<file path="src/rtl/pipeline_ctrl_pkg.sv">
// Shared definitions for the pipeline hazard controller.
//  - ctrl_state_e : controller FSM state encoding (also visible on the debug
//                   'state' port, so the numeric values are fixed).
//  - OP_*         : opcode constants shared with the Datapath decoder.
//  - max_int      : small elaboration-time helper for sizing the timer.
package pipeline_ctrl_pkg;

  typedef enum logic [2:0] {
    S_INIT   = 3'd0,
    S_RUN    = 3'd1,
    S_FLUSH  = 3'd2,
    S_MULDIV = 3'd3,
    S_HALT   = 3'd4
  } ctrl_state_e;

  localparam logic [3:0] OP_ALU  = 4'h0;
  localparam logic [3:0] OP_LW   = 4'h1;
  localparam logic [3:0] OP_SW   = 4'h2;
  localparam logic [3:0] OP_BEQ  = 4'h3;
  localparam logic [3:0] OP_MUL  = 4'h4;
  localparam logic [3:0] OP_DIV  = 4'h5;
  localparam logic [3:0] OP_HALT = 4'hF;

  function automatic int max_int(input int a, input int b);
    return (a > b) ? a : b;
  endfunction

endpackage

</file>
<file path="src/rtl/ctrl_down_timer.sv">
// Loadable down-counter with a zero flag. Used by the hazard controller to
// time both multi-cycle flushes and mul/div freezes.
// Ports:
//  clk      in  clock, rising edge
//  rst_n    in  asynchronous active-low clear (count -> 0)
//  load     in  load load_val this cycle (has priority over dec)
//  load_val in  W-bit value to load
//  dec      in  decrement by one; the count never wraps below zero
//  zero     out count is zero
module ctrl_down_timer #(
  parameter int W = 3
) (
  input  logic         clk,
  input  logic         rst_n,
  input  logic         load,
  input  logic [W-1:0] load_val,
  input  logic         dec,
  output logic         zero
);

  logic [W-1:0] count_q, count_d;

  always_comb begin
    count_d = count_q;
    if (load) begin
      count_d = load_val;
    end else if (dec && (count_q != '0)) begin
      count_d = count_q - 1'b1;
    end
  end

  always_ff @(posedge clk or negedge rst_n) begin
    if (!rst_n) begin
      count_q <= '0;
    end else begin
      count_q <= count_d;
    end
  end

  assign zero = (count_q == '0);

endmodule

</file>
<file path="src/rtl/pipeline_hazard_ctrl.sv">
// Hazard/sequencing controller for the 16-bit pipelined Datapath. Produces
// PC and IF/ID enables, IF/ID flush, ID/EX bubble and ID/EX hold from the
// hazard inputs: load-use stalls, taken-branch flushes, mul/div freezes,
// halt, and a one-cycle fetch restart after reset.
// Ports:
//  clk, rst            clock; asynchronous active-low reset
//  id_valid/id_rs1/id_rs2  ID-stage instruction and its source registers
//  ex_memrd/ex_rd      EX-stage load flag and destination register
//  ex_muldiv_start     one-cycle pulse when a mul/div enters EX
//  branch_taken        branch resolved taken in EX
//  halt_req            halt instruction in EX
//  pc_write/ifid_write/flush/idex_bubble/idex_hold   pipeline controls
//  muldiv_busy/halted  status
//  state               current FSM state (debug)
//  stall_cnt           saturating count of stall/flush cycles
module pipeline_hazard_ctrl
  import pipeline_ctrl_pkg::*;
#(
  parameter int REGW          = 4,
  parameter int MULDIV_CYCLES = 4,
  parameter int FLUSH_CYCLES  = 1,
  parameter int CNTW          = 16
) (
  input  logic            clk,
  input  logic            rst,
  input  logic            id_valid,
  input  logic [REGW-1:0] id_rs1,
  input  logic [REGW-1:0] id_rs2,
  input  logic            ex_memrd,
  input  logic [REGW-1:0] ex_rd,
  input  logic            ex_muldiv_start,
  input  logic            branch_taken,
  input  logic            halt_req,
  output logic            pc_write,
  output logic            ifid_write,
  output logic            flush,
  output logic            idex_bubble,
  output logic            idex_hold,
  output logic            muldiv_busy,
  output logic            halted,
  output logic [2:0]      state,
  output logic [CNTW-1:0] stall_cnt
);

  localparam int TW        = $clog2(max_int(MULDIV_CYCLES, FLUSH_CYCLES) + 1);
  // The entry cycle happens in S_RUN and the final cycle at timer==0, hence -2.
  localparam int FLUSH_LD  = (FLUSH_CYCLES >= 2) ? FLUSH_CYCLES - 2 : 0;
  localparam int MULDIV_LD = MULDIV_CYCLES - 2;

  ctrl_state_e     state_q, state_d;
  logic [CNTW-1:0] stall_cnt_q, stall_cnt_d;
  logic            tmr_load, tmr_dec, tmr_zero;
  logic [TW-1:0]   tmr_val;
  logic            load_use, count_en;

  // r0 is hardwired zero, so a load targeting it never creates a dependency.
  assign load_use = id_valid && ex_memrd && (ex_rd != '0) &&
                    ((ex_rd == id_rs1) || (ex_rd == id_rs2));

  ctrl_down_timer #(.W(TW)) u_timer (
    .clk      (clk),
    .rst_n    (rst),
    .load     (tmr_load),
    .load_val (tmr_val),
    .dec      (tmr_dec),
    .zero     (tmr_zero)
  );

  always_comb begin
    state_d     = state_q;
    pc_write    = 1'b0;
    ifid_write  = 1'b0;
    flush       = 1'b0;
    idex_bubble = 1'b0;
    idex_hold   = 1'b0;
    muldiv_busy = 1'b0;
    halted      = 1'b0;
    tmr_load    = 1'b0;
    tmr_val     = '0;
    tmr_dec     = 1'b0;
    case (state_q)
      S_INIT: begin
        flush       = 1'b1;
        idex_bubble = 1'b1;
        state_d     = S_RUN;
      end
      S_RUN: begin
        if (branch_taken) begin
          pc_write    = 1'b1;
          ifid_write  = 1'b1;
          flush       = 1'b1;
          idex_bubble = 1'b1;
          if (FLUSH_CYCLES > 1) begin
            state_d  = S_FLUSH;
            tmr_load = 1'b1;
            tmr_val  = TW'(FLUSH_LD);
          end
        end else if (halt_req) begin
          idex_bubble = 1'b1;
          state_d     = S_HALT;
        end else if (ex_muldiv_start) begin
          idex_hold   = 1'b1;
          muldiv_busy = 1'b1;
          state_d     = S_MULDIV;
          tmr_load    = 1'b1;
          tmr_val     = TW'(MULDIV_LD);
        end else if (load_use) begin
          // Single bubble: next cycle the load has moved on to MEM.
          idex_bubble = 1'b1;
        end else begin
          pc_write   = 1'b1;
          ifid_write = 1'b1;
        end
      end
      S_FLUSH: begin
        pc_write    = 1'b1;
        ifid_write  = 1'b1;
        flush       = 1'b1;
        idex_bubble = 1'b1;
        if (tmr_zero) state_d = S_RUN;
        else          tmr_dec = 1'b1;
      end
      S_MULDIV: begin
        idex_hold   = 1'b1;
        muldiv_busy = 1'b1;
        if (tmr_zero) state_d = S_RUN;
        else          tmr_dec = 1'b1;
      end
      S_HALT: begin
        idex_bubble = 1'b1;
        halted      = 1'b1;
      end
      default: begin
        flush       = 1'b1;
        idex_bubble = 1'b1;
        state_d     = S_INIT;
      end
    endcase
  end

  // Restart and halt cycles are not hazard cost, so they are not counted.
  assign count_en = (!pc_write || flush) &&
                    (state_q != S_INIT) && (state_q != S_HALT);

  always_comb begin
    stall_cnt_d = stall_cnt_q;
    if (count_en && (stall_cnt_q != '1)) begin
      stall_cnt_d = stall_cnt_q + 1'b1;
    end
  end

  always_ff @(posedge clk or negedge rst) begin
    if (!rst) begin
      state_q     <= S_INIT;
      stall_cnt_q <= '0;
    end else begin
      state_q     <= state_d;
      stall_cnt_q <= stall_cnt_d;
    end
  end

  assign state     = state_q;
  assign stall_cnt = stall_cnt_q;

endmodule

</file>
<file path="config.mk">
export PLATFORM = sky130hd
export DESIGN_NAME = pipeline_hazard_ctrl
export DESIGN_NICKNAME = d
export VERILOG_FILES = /design/src/rtl/pipeline_ctrl_pkg.sv /design/src/rtl/ctrl_down_timer.sv /design/src/rtl/pipeline_hazard_ctrl.sv
export SDC_FILE = /design/constraint.sdc
export NUM_CORES = 1
export LEC_CHECK = 0
export CORE_UTILIZATION = 60
export DETAILED_ROUTE_END_ITERATION = 8
export DONT_BUFFER_PORTS = 1
export PLACE_DENSITY = 0.86
export SLEW_MARGIN = 20
export SYNTH_ARGS = -nofsm -noshare
export SYNTH_HDL_FRONTEND = slang
export SYNTH_HIERARCHICAL = 1
export SYNTH_SLANG_ARGS = --single-unit
</file>
<file path="constraint.sdc">
create_clock -name clk -period 3.7 [get_ports clk]
set_input_delay 0.37 -clock clk [delete_from_list [all_inputs] [get_ports clk]]
set_output_delay 0.37 -clock clk [all_outputs]
set_load 0.005 [all_outputs]
</file>
# --- Word level (Yosys, flattened, before mapping) ---
# Index checks and enable logic that the tools add are counted.
# W data, S select, Z words.
totals:
  regBits: 22
  word_cells: 67
op_classes:
  bitwise: 1
  eq_ne: 11
  n_reduce_logical: 19
  mux: 31
  addsub: 2
op_table:
  columns: ["cell", "n"]
  rows:
  - ["$mux W3", 6]
  - ["$add A16 B1 Y16 const B", 1]
  - ["$mux W1", 16]
  - ["$ne A16 B16 Y1 const B", 1]
  - ["$pmux W3 S4", 1]
  - ["$eq A4 B4 Y1", 2]
  - ["$mux W2", 4]
  - ["$pmux W1 S2", 4]
  - ["$logic_and A1 B1 Y1", 7]
  - ["$eq A3 B2 Y1 const B", 2]
  - ["$logic_not A3 Y1", 2]
  - ["$ne A3 B3 Y1 const B", 2]
  - ["$reduce_bool A3 Y1", 2]
  - ["$reduce_and A4 Y1", 1]
  - ["$reduce_bool A4 Y1", 1]
  - ["$reduce_or A2 Y1", 2]
  - ["$eq A3 B1 Y1 const B", 1]
  - ["$eq A3 B3 Y1 const B", 1]
  - ["$sub A3 B1 Y3 const B", 1]
  - ["$logic_or A1 B1 Y1", 2]
  - ["$ne A2 B1 Y1 const B", 1]
  - ["$ne A2 B2 Y1 const B", 1]
  - ["$reduce_bool A2 Y1", 1]
  - ["$logic_not A1 Y1", 1]
  - ["$not A1 Y1", 1]

# --- Logic depth before layout (Yosys ltp) ---
# Gate-level depths: netlist of the first run.
logic_depth:
  ltp_word: 13
  mapped_depth: 7
  depth_no_buf: 7

# --- Hierarchy ---
# The synthesis of the first run kept the hierarchy.
by_module_without_submodules:
  columns: ["mod", "seq_area_each_um2", "area_per_inst_um2", "cells_per_inst", "instances"]
  rows:
  - ["pipeline_hazard_ctrl", 475.5, 1132.3, 118, 1]
  - ["ctrl_down_timer", 75.1, 207.7, 19, 1]

# --- Least setup slack after synthesis of the first run ---
# Ideal clock, no wire load.
synth_timing:
  path_kind: "input to output"
  start: "input port ex_rd[0]"
  end: "output port pc_write"
  slack_ps: 1680
  path_buffers: 1
  arrival_time_ps: 1650
  path_stages: 5
  t_required_ps: 3330
  path_cell_list: "or4_1 > o2111ai_1 > a21oi_1 > o32ai_1 > buf_4"
synth_between:
  elab_chain_cells: 8
synth_rtl:
  columns: ["element", "line", "text"]
  rows:
  - ["start, declared", "pipeline_hazard_ctrl.sv:30", "input logic [REGW-1:0] ex_rd,"]
  - ["$eq A4 B4 Y1 / $reduce_bool A4 Y1 (equally long branches)", "pipeline_hazard_ctrl.sv:58, pipeline_hazard_ctrl.sv:57", null]
  - ["$logic_or A1 B1 Y1 / $logic_and A1 B1 Y1 (equally long branches)", "pipeline_hazard_ctrl.sv:58, pipeline_hazard_ctrl.sv:57", null]
  - ["$logic_and A1 B1 Y1 (*)", "pipeline_hazard_ctrl.sv:57", "assign load_use = id_valid && ex_memrd && (ex_rd != '0) &&"]
  - ["$mux W1 (*) (4 in a row)", null, null]
  - ["$pmux W1 S2 (*)", null, null]
  - ["end, declared", "pipeline_hazard_ctrl.sv:34", "output logic pc_write,"]
# Mark *: on every way between the ends. The rest lies on a longest branch, timed or not.

# --- Worst setup path in the final report of the first run ---
layout_timing:
  start: "register state_q[2] (netlist: state[2])"
  end: "register u_timer.count_q[0]"
layout_lines:
  columns: ["element", "line", "text"]
  rows:
  - ["start, declared", "pipeline_hazard_ctrl.sv:50", "ctrl_state_e state_q, state_d;"]
  - ["start signal, assigned", "pipeline_hazard_ctrl.sv:157", "state_q <= state_d;"]
  - ["$eq A3 B1 Y1 (*)", "pipeline_hazard_ctrl.sv:81", "case (state_q)"]
  - ["$mux W1 (*)", "pipeline_hazard_ctrl.sv:81", null]
  - ["named net tmr_load", "pipeline_hazard_ctrl.sv:52", "logic tmr_load, tmr_dec, tmr_zero;"]
  - ["$mux W3 / $reduce_bool A2 Y1 (equally long branches)", null, null]
  - ["end signal, assigned", "ctrl_down_timer.sv:36", "count_q <= count_d;"]
  - ["end, declared", "ctrl_down_timer.sv:21", "logic [W-1:0] count_q, count_d;"]
# Mark *: on every way through the listed nets, which the timed path passes. The rest lies on a longest branch.
# A chain may end at the register's enable or synchronous reset.

==> results of run 1 <==
==> layout by cell type, fill, tap and decap left out, types with 3 or more instances in the layout <==
cell and n:
sky130_fd_sc_hd__xor2_1 21, sky130_fd_sc_hd__nor3_1 8, sky130_fd_sc_hd__nor4b_1 4, sky130_fd_sc_hd__a21oi_1 5, sky130_fd_sc_hd__nand3_1 5, sky130_fd_sc_hd__ha_1 3, sky130_fd_sc_hd__clkbuf_4 3, sky130_fd_sc_hd__nand2b_1 3
sky130_fd_sc_hd__nor4_1 5, sky130_fd_sc_hd__nor2_1 13, sky130_fd_sc_hd__inv_1 7, sky130_fd_sc_hd__a221o_1 3, sky130_fd_sc_hd__dfrtp_1 22, sky130_fd_sc_hd__nand2_1 9
==> sequential cells by signal, summed over array words and instances (netlist names) <==
| name | cells |
|---|---|
| state | 3 |
| stall_cnt | 16 |
| u_timer/count_q | 3 |
==> area by class of cell <==
| class | count | area, um2 |
|---|---|---|
| well taps | 27 | 33.8 |
| inverters | 7 | 26.3 |
| flip-flops and latches | 22 | 551 |
| fillers | 168 | 644 |
| repair buffers | 1 | 5.00 |
| clock buffers | 4 | 36.3 |
| multi-input cells | 104 | 726 |
==> power by group <==
part	leakage [nW]	switching (mW)	internal [mW]
sequential	0.254	0.125	0.332
clock	0.0210	0.0697	0.0601
combinational	0.294	0.203	0.163
==> timing repair <==
action	in CTS	in global routing
gates resized for setup	0	0
hold endpoints to repair	22	0
hold buffers	1	0
==> worst max-delay path by stage <==
stage	cells after the start	to	startpoint
6_report	4	u_timer/count_q[0]	state[2]
5_1_grt	4	u_timer/count_q[0]	state[2]
3_3_place_gp	4	u_timer/count_q[0]	state[2]
4_1_cts	4	u_timer/count_q[0]	state[2]
2_1_floorplan	5	pc_write	ex_rd[0]
3_5_place_dp	4	u_timer/count_q[0]	state[2]
==> through the flow <==
step | hold slack (ns) | utilization (%) | setup WS (ns) | total power [mW] | cells
after floorplan | 0.0744 | - | 1.68 | 0.763 | 138
after global placement | 0.0751 | 66.1 | 1.61 | 0.792 | 160
after detailed placement | 0.0749 | 66.1 | 1.48 | 0.824 | 160
after CTS | 0.264 | 68.4 | 1.47 | 0.962 | 165
after global routing | 0.0369 | 68.1 | 1.25 | 1.03 | 165
final | 0.00339 | 68.1 | 1.45 | 0.952 | 165
==> kinds of logic (layout without fill, tap and decap cells) <==
kind of cell / after synthesis / in the layout / synth area share (%)
AOI/OAI and AO/OA: 12 / 12 / 6.44
xor gates and xnor gates: 23 / 23 / 15.0
adders and majority gates: 3 / 3 / 2.80
buffers and inverters: 12 / 12 / 5.04
DFF: 22 / 22 / 41.1
muxes: 1 / 1 / 0.840
other: 1 / 2 / 0.280
and+or+nand+nor: 63 / 63 / 28.5
==> routing by layer <==
layer	vias to the layer above	part of all wire [%]	track usage, %
met5	-	0	0
met4	0	1.3	9.80
met3	4	8.1	4.98
met2	49	48	39.0
met1	478	42	25.7
li1	477	-	-
==> out/summary.md, run 1 <==
The flow ran to the end, and the final reports show no timing, DRC or antenna violations. The required time reported for the critical path endpoint came out at 3.90 ns. After floorplanning, the core was sized to cover 2020 um2. The routed design could run at a clock period as short as 2.25 ns. The power density over the cells is 691 nW/um2.

The gate count after technology mapping was 137. The number of global-route vias before repair is 1004. The setup path with the least slack is of type flip-flop to flip-flop.

Of the post-synthesis cell area, the dominant cell type holds 41.1%. The cell with the most instances after synthesis is sky130_fd_sc_hd__dfrtp_1. In the routed design, unresolved DRC markers number 0. The run gives 2430 um2 as the area of the die. In this run the worst path has a maximum fanout of 11. On the worst path, the slowest cell contributes a delay of 0.81 ns. The number of core rows came out at 16.

The critical path goes through nand2b_1 > nor3_1 > and2b_4 > a221o_1. The clock slew at the register clock pins of the worst setup and hold paths is 0.12 ns, and the buffers plus inverters on the worst setup path is 0. Entering global routing, the biggest net connects 23 pins.

The final hold violation count was 0. The count of nets left with antenna violations once routing finished came out at 0. The detailed-route wire length per cell works out to 14.8 um. In this run, synthesis inferred 0 flip-flops with an integrated enable.

In the final layout, the share of cells above drive strength 1 is 10.1%. The tools report the placement-stage cell area as 1340 um2. The async set-reset flop share out of synthesis was 100%; the diode insertion count for antenna repair was 0. The number of buffers inserted by port buffering is 0, and the total track usage is 22.3%. Effective utilization at floorplan: 66.3%. The first global-routing pass estimated 4170 um of wire.

After global routing the overflow that remains totals 0. No sink is reached through more buffers than the 2 on the longest clock path. In this run, CTS created clock tree buffers numbering 3. Total setup violations reported at the end of the flow: 0. Final HPWL from detailed placement: 1900 um. The tools report the kind of end point of the critical path as a flip-flop. The most instantiated flip-flop cell in the synthesis netlist was sky130_fd_sc_hd__dfrtp_1. Path depth of the worst reg2reg path: 4. By area the synthesized netlist is led by sky130_fd_sc_hd__dfrtp_1 41%, sky130_fd_sc_hd__xor2_1 14%, sky130_fd_sc_hd__nor2_1 3.6%. The worst path uses 60.7% of the clock period. The run gives 445 MHz as the achievable clock frequency. The worst setup path is launched from a flip-flop. The design area is 1380 um2.

The clock skew after layout was 0.00288 ns; the mapped cell area was 1340 um2. Across all layers, the routed design uses 1008 vias. The run gives 0 as the initial antenna violation count.

After synthesis, flip-flops and latches occupy 41.1% of the total area. After detailed routing, the number of vias per cell comes to 6.11. Vertical die dimension: 49.3 um. TritonCTS built the clock tree.

The clock latency reported for the late side of the worst-skew pair came out at 0.30 ns. For this block, the initial DRC count from the detailed router was 3. The number of unique standard cell types used by synthesis is 36. Horizontal extent of the die: 49.3 um. In this run the static leakage power is 0.569 nW. The worst vdd rail ir drop was 0.472 mV.

The setup slack of the worst register-to-register path was 1.45 ns; the mean post-synth cell area was 9.78 um2. During synthesis, Yosys emitted a total of 6 warnings. The flop and latch count out of synthesis came out at 22. The tools report the final net count as 161. For the number of sinks driven by the clock tree, the log shows 22. Cell family with the largest share of critical-path delay: simple AND/OR/NAND/NOR gates.

The clock tree root driver cell is sky130_fd_sc_hd__clkbuf_4. The number of detailed-routing iterations run before antenna repair is 4, and the total wire length after detailed routing is 2450 um. Reg-to-reg startpoint: state[2].

The number of buffers added for setup after CTS is 0. The commonest cells after synthesis are 22 x sky130_fd_sc_hd__dfrtp_1, 21 x sky130_fd_sc_hd__xor2_1, 13 x sky130_fd_sc_hd__nor2_1. Setup repair after global routing left no endpoint under its margin. Headroom to the max-slew limit came out at 35.7%. Among all stages on the critical path, the largest delay is contributed by sky130_fd_sc_hd__nor3_1. The level count of the clock H-tree was 1; the number of maximum-capacitance violations was 0. The min-delay analysis places its worst path in the category input pin to async pin.

The transition time at the pin with the least slew margin was 0.958 ns; the final weighted congestion of routability-driven global placement was 0.732. Compared with the post-synthesis result, the final layout area differs by 2.80%. The tools report the total negative slack as 0 ns. Number of max-slew violations in the final report: 0. Data on the critical path arrives at its endpoint at 2.45 ns. During I/O placement, the number of pins put on the boundary was 45. Worst flop-to-flop path endpoint: u_timer/count_q[0].

The cell type with the largest total area after synthesis is sky130_fd_sc_hd__dfrtp_1.
No activity file was read; power rests on OpenSTA's default activity.
==> inputs of run 2 (changes only) <==
Settings changed: CORE_UTILIZATION 60 to 56, PLACE_DENSITY 0.86 to 0.84.
Clock period 3.7 ns to 2 ns, I/O delays scaled along.
==> run 2 against run 1 <==
Effect of this change:
- non-clock buffer count up 7
- global-route usage down 0.35 points
- sequential share of layout area down 2.1 points
- worst setup slack worse by 1.3 ns
- critical path type unchanged
- largest power group unchanged
==> out/summary.md, run 2 (synthesis results as in run 1) <==
The flow ran to the end, and the final reports show no timing, DRC or antenna violations. Net switching is 39.4% of the power. The buffers plus inverters on the worst setup path is 1, and the share of total power in combinational logic is 38.5%. Per report_power, the sequential group accounts for 43.9% of the total. The critical path's largest stage delay works out to 0.38 ns. The sort of element at the start of the critical path is a flip-flop. The worst setup path is captured at a flip-flop.

The floorplan step defined a core boundary enclosing 2230 um2. The number of cells on the critical path was 7; the final clock period utilization by the worst path was 91.9%. The final HPWL from detailed placement came out at 2040 um. Cell internal power was estimated by the tool at 1.15 mW. The design draws 1.90 mW. The layout cell share with drive strength beyond 1 is 14.5%, and the number of fillers in the final layout is 195. The number of sinks driven by the clock tree came out at 22. Before antenna repair, the detailed router went through 4 iterations. For this block, the via count after detailed routing is 1015. The run gives 0 as the total setup violations reported at the end of the flow. The vertical die dimension is 50.9 um.

The initial utilization of the core area, before any placement, comes to 60.0%. The critical path class was flip-flop to flip-flop. The tool flagged a number of max-cap violations equal to 0. The part of the power in the clock network is 17.6%. The level count of the clock H-tree was 1. Setup total negative slack on the finished layout was measured at 0 ns.

The number of setup buffers added after CTS is 0. After clock tree synthesis, the clock-pin slew on the worst setup and hold paths is 0.11 ns. The TritonCTS buffer count was 3; the initial antenna violation count was 0. In the layout the commonest cells are 22 x sky130_fd_sc_hd__dfrtp_1, 21 x sky130_fd_sc_hd__xor2_1, 12 x sky130_fd_sc_hd__nor2_1. The floorplan has 17 rows.

The logs give 18 for the violation count after the first detailed-route iteration and 2.20 ns for the required time reported for the critical path endpoint. Leaving out fill and tap cells, the most frequent cell in the layout is sky130_fd_sc_hd__dfrtp_1. The clock arrives with 0.00604 ns of skew. The number of cells on the worst hold path was 3; the total wire length after detailed routing was 2620 um.

The sum of overflow across all layers after global routing is 0. From left edge to right edge, the die measures 50.9 um. Once detail routing completed, the nets flagged for antenna violations numbered 0. The clock latency reported for the late side of the worst-skew pair came out at 0.31 ns.

The register with the most flip-flops in the layout has 16 of them. The detail-routed via count per cell is 5.87, and the worst vdd rail ir drop is 0.882 mV. Pin placement for this block handled 45 I/O pins. The number of max-slew violations in the final report is 0, and the layout-stage area growth over the synthesis result is 8.40%. The number of antenna diodes in the final layout is 0. The reported leakage power was 0.609 nW.

The tools report the clock tree root driver cell as sky130_fd_sc_hd__clkbuf_4. Of all nets on the critical path, the largest fanout is 5. Minimum clock period: 1.84 ns. The power density over the cells came out at 1310 nW/um2. The slowest stage of the critical path is the sky130_fd_sc_hd__dfrtp_1 cell. Buffers placed on the I/O ports in this run total 0.

In the final design database the tool counted 168 nets. Walking the worst path, the cells encountered are inv_1 > ha_1 > ha_1 > nand2b_1 > nor2_1 > nand2b_1 > a221o_1. The cell family with the largest share of critical-path delay was simple AND/OR/NAND/NOR gates. The tools report the achievable clock frequency as 544 MHz. The type of the worst min-delay path was input pin to flip-flop.

The first global-routing pass estimated 4170 um of wire. The die covers 2590 um2. The logs give 0 for the final hold violation count and 21.9% for the total track usage. TritonCTS built the clock tree. The clock passes through at most 2 buffers. In this run the power spent charging and discharging nets is 0.749 mW. Measured in cells, the most critical reg-to-reg path has a length of 7. Entering global routing, the biggest net connects 23 pins. The number of global-route vias before repair is 1033. Setup repair after global routing left no endpoint under its margin. For the worst setup path, the data arrival time is 2.03 ns.

The detailed-route wire length per cell is 15.1 um, and the final weighted congestion of routability-driven global placement is 0.797. The tools report the post-route DRC violation count as 0.
==> run 2: changes by cell type in the layout (fill, tap and decap cells not counted) <==
cell / before / now
sky130_fd_sc_hd__buf_4: 0 / 6
sky130_fd_sc_hd__bufinv_16: 0 / 1
sky130_fd_sc_hd__clkbuf_8: 1 / 0
sky130_fd_sc_hd__dlygate4sd3_1: 0 / 1
sky130_fd_sc_hd__nor2_1: 13 / 12
sky130_fd_sc_hd__nor2_2: 0 / 1
==> run 2: through the flow <==
step | instances | setup WS (ns) | util (%) | hold slack (ns) | cell area, um2
3_3_place_gp | 167 | 0.174 | 61.9 | -0.0953 | 1380
2_1_floorplan | 138 | 0.229 | - | -0.0956 | 1340
3_5_place_dp | 167 | 0.112 | 61.9 | -0.0953 | 1380
5_1_grt | 173 | 0.0354 | 65.0 | 0.130 | 1450
4_1_cts | 172 | 0.107 | 64.7 | 0.0905 | 1450
6_report | 173 | 0.163 | 65.0 | 0.103 | 1450
==> run 2: worst reg2reg max path, cell delays in order, from the launching register on <==
cell	delay, ns
sky130_fd_sc_hd__dfrtp_1	0.38
sky130_fd_sc_hd__inv_1	0.06
sky130_fd_sc_hd__ha_1	0.20
sky130_fd_sc_hd__ha_1	0.23
sky130_fd_sc_hd__nand2b_1	0.17
sky130_fd_sc_hd__nor2_1	0.23
sky130_fd_sc_hd__nand2b_1	0.14
sky130_fd_sc_hd__a221o_1	0.31
==> run 2: final timing paths <==
path                                    startpoint                 end  slack [ns]
worst max-delay path            u_timer/count_q[0]  u_timer/count_q[0]        0.16
worst min-delay path                  branch_taken            state[2]        0.10
worst max register to register  u_timer/count_q[0]  u_timer/count_q[0]        0.16
worst min register to register       stall_cnt[13]       stall_cnt[13]        0.53
max in group asynchronous                      rst        stall_cnt[1]        1.31
min in group asynchronous                      rst       stall_cnt[14]        0.37
==> run 2: cell type report <==
cell class | instances | area (um2) | area share, %
clock buffer | 3 | 22.5 | 1.55
clock inverter | 1 | 30.0 | 2.07
inverter | 7 | 26.3 | 1.81
multi-input combinational | 104 | 728 | 50.1
sequential | 22 | 551 | 37.9
tap | 28 | 35.0 | 2.41
timing repair buffer | 8 | 60.1 | 4.13
==> run 2: repair_timing <==
action,in CTS,in global routing
hold buffers,1,1
setup endpoints to repair,0,4
hold endpoints to repair,22,22
gates resized for setup,0,1
==> run 2: layer usage <==
metal,vias to the layer above,share of wire (%),GRT usage [%]
li1,492,-,-
met1,480,40,21.4
met2,41,54,44.5
met3,2,6.0,2.68
met4,0,0.65,9.72
met5,-,0,0
==> run 2: power by group through the flow <==
stage | combinational (mW) | sequential, mW | clock (mW)
2_1_floorplan | 0.626 | 0.787 | 0
3_3_place_gp | 0.678 | 0.833 | 0
3_5_place_dp | 0.717 | 0.849 | 0
4_1_cts | 0.736 | 0.837 | 0.343
5_1_grt | 0.827 | 0.862 | 0.352
6_report | 0.733 | 0.835 | 0.335
==> inputs of run 3 (changes only) <==
Settings changed: CTS_CLUSTER_SIZE from default to 30.
==> results of run 3 <==
Same layout as run 2: the final DEF is identical, and so are final timing and power.
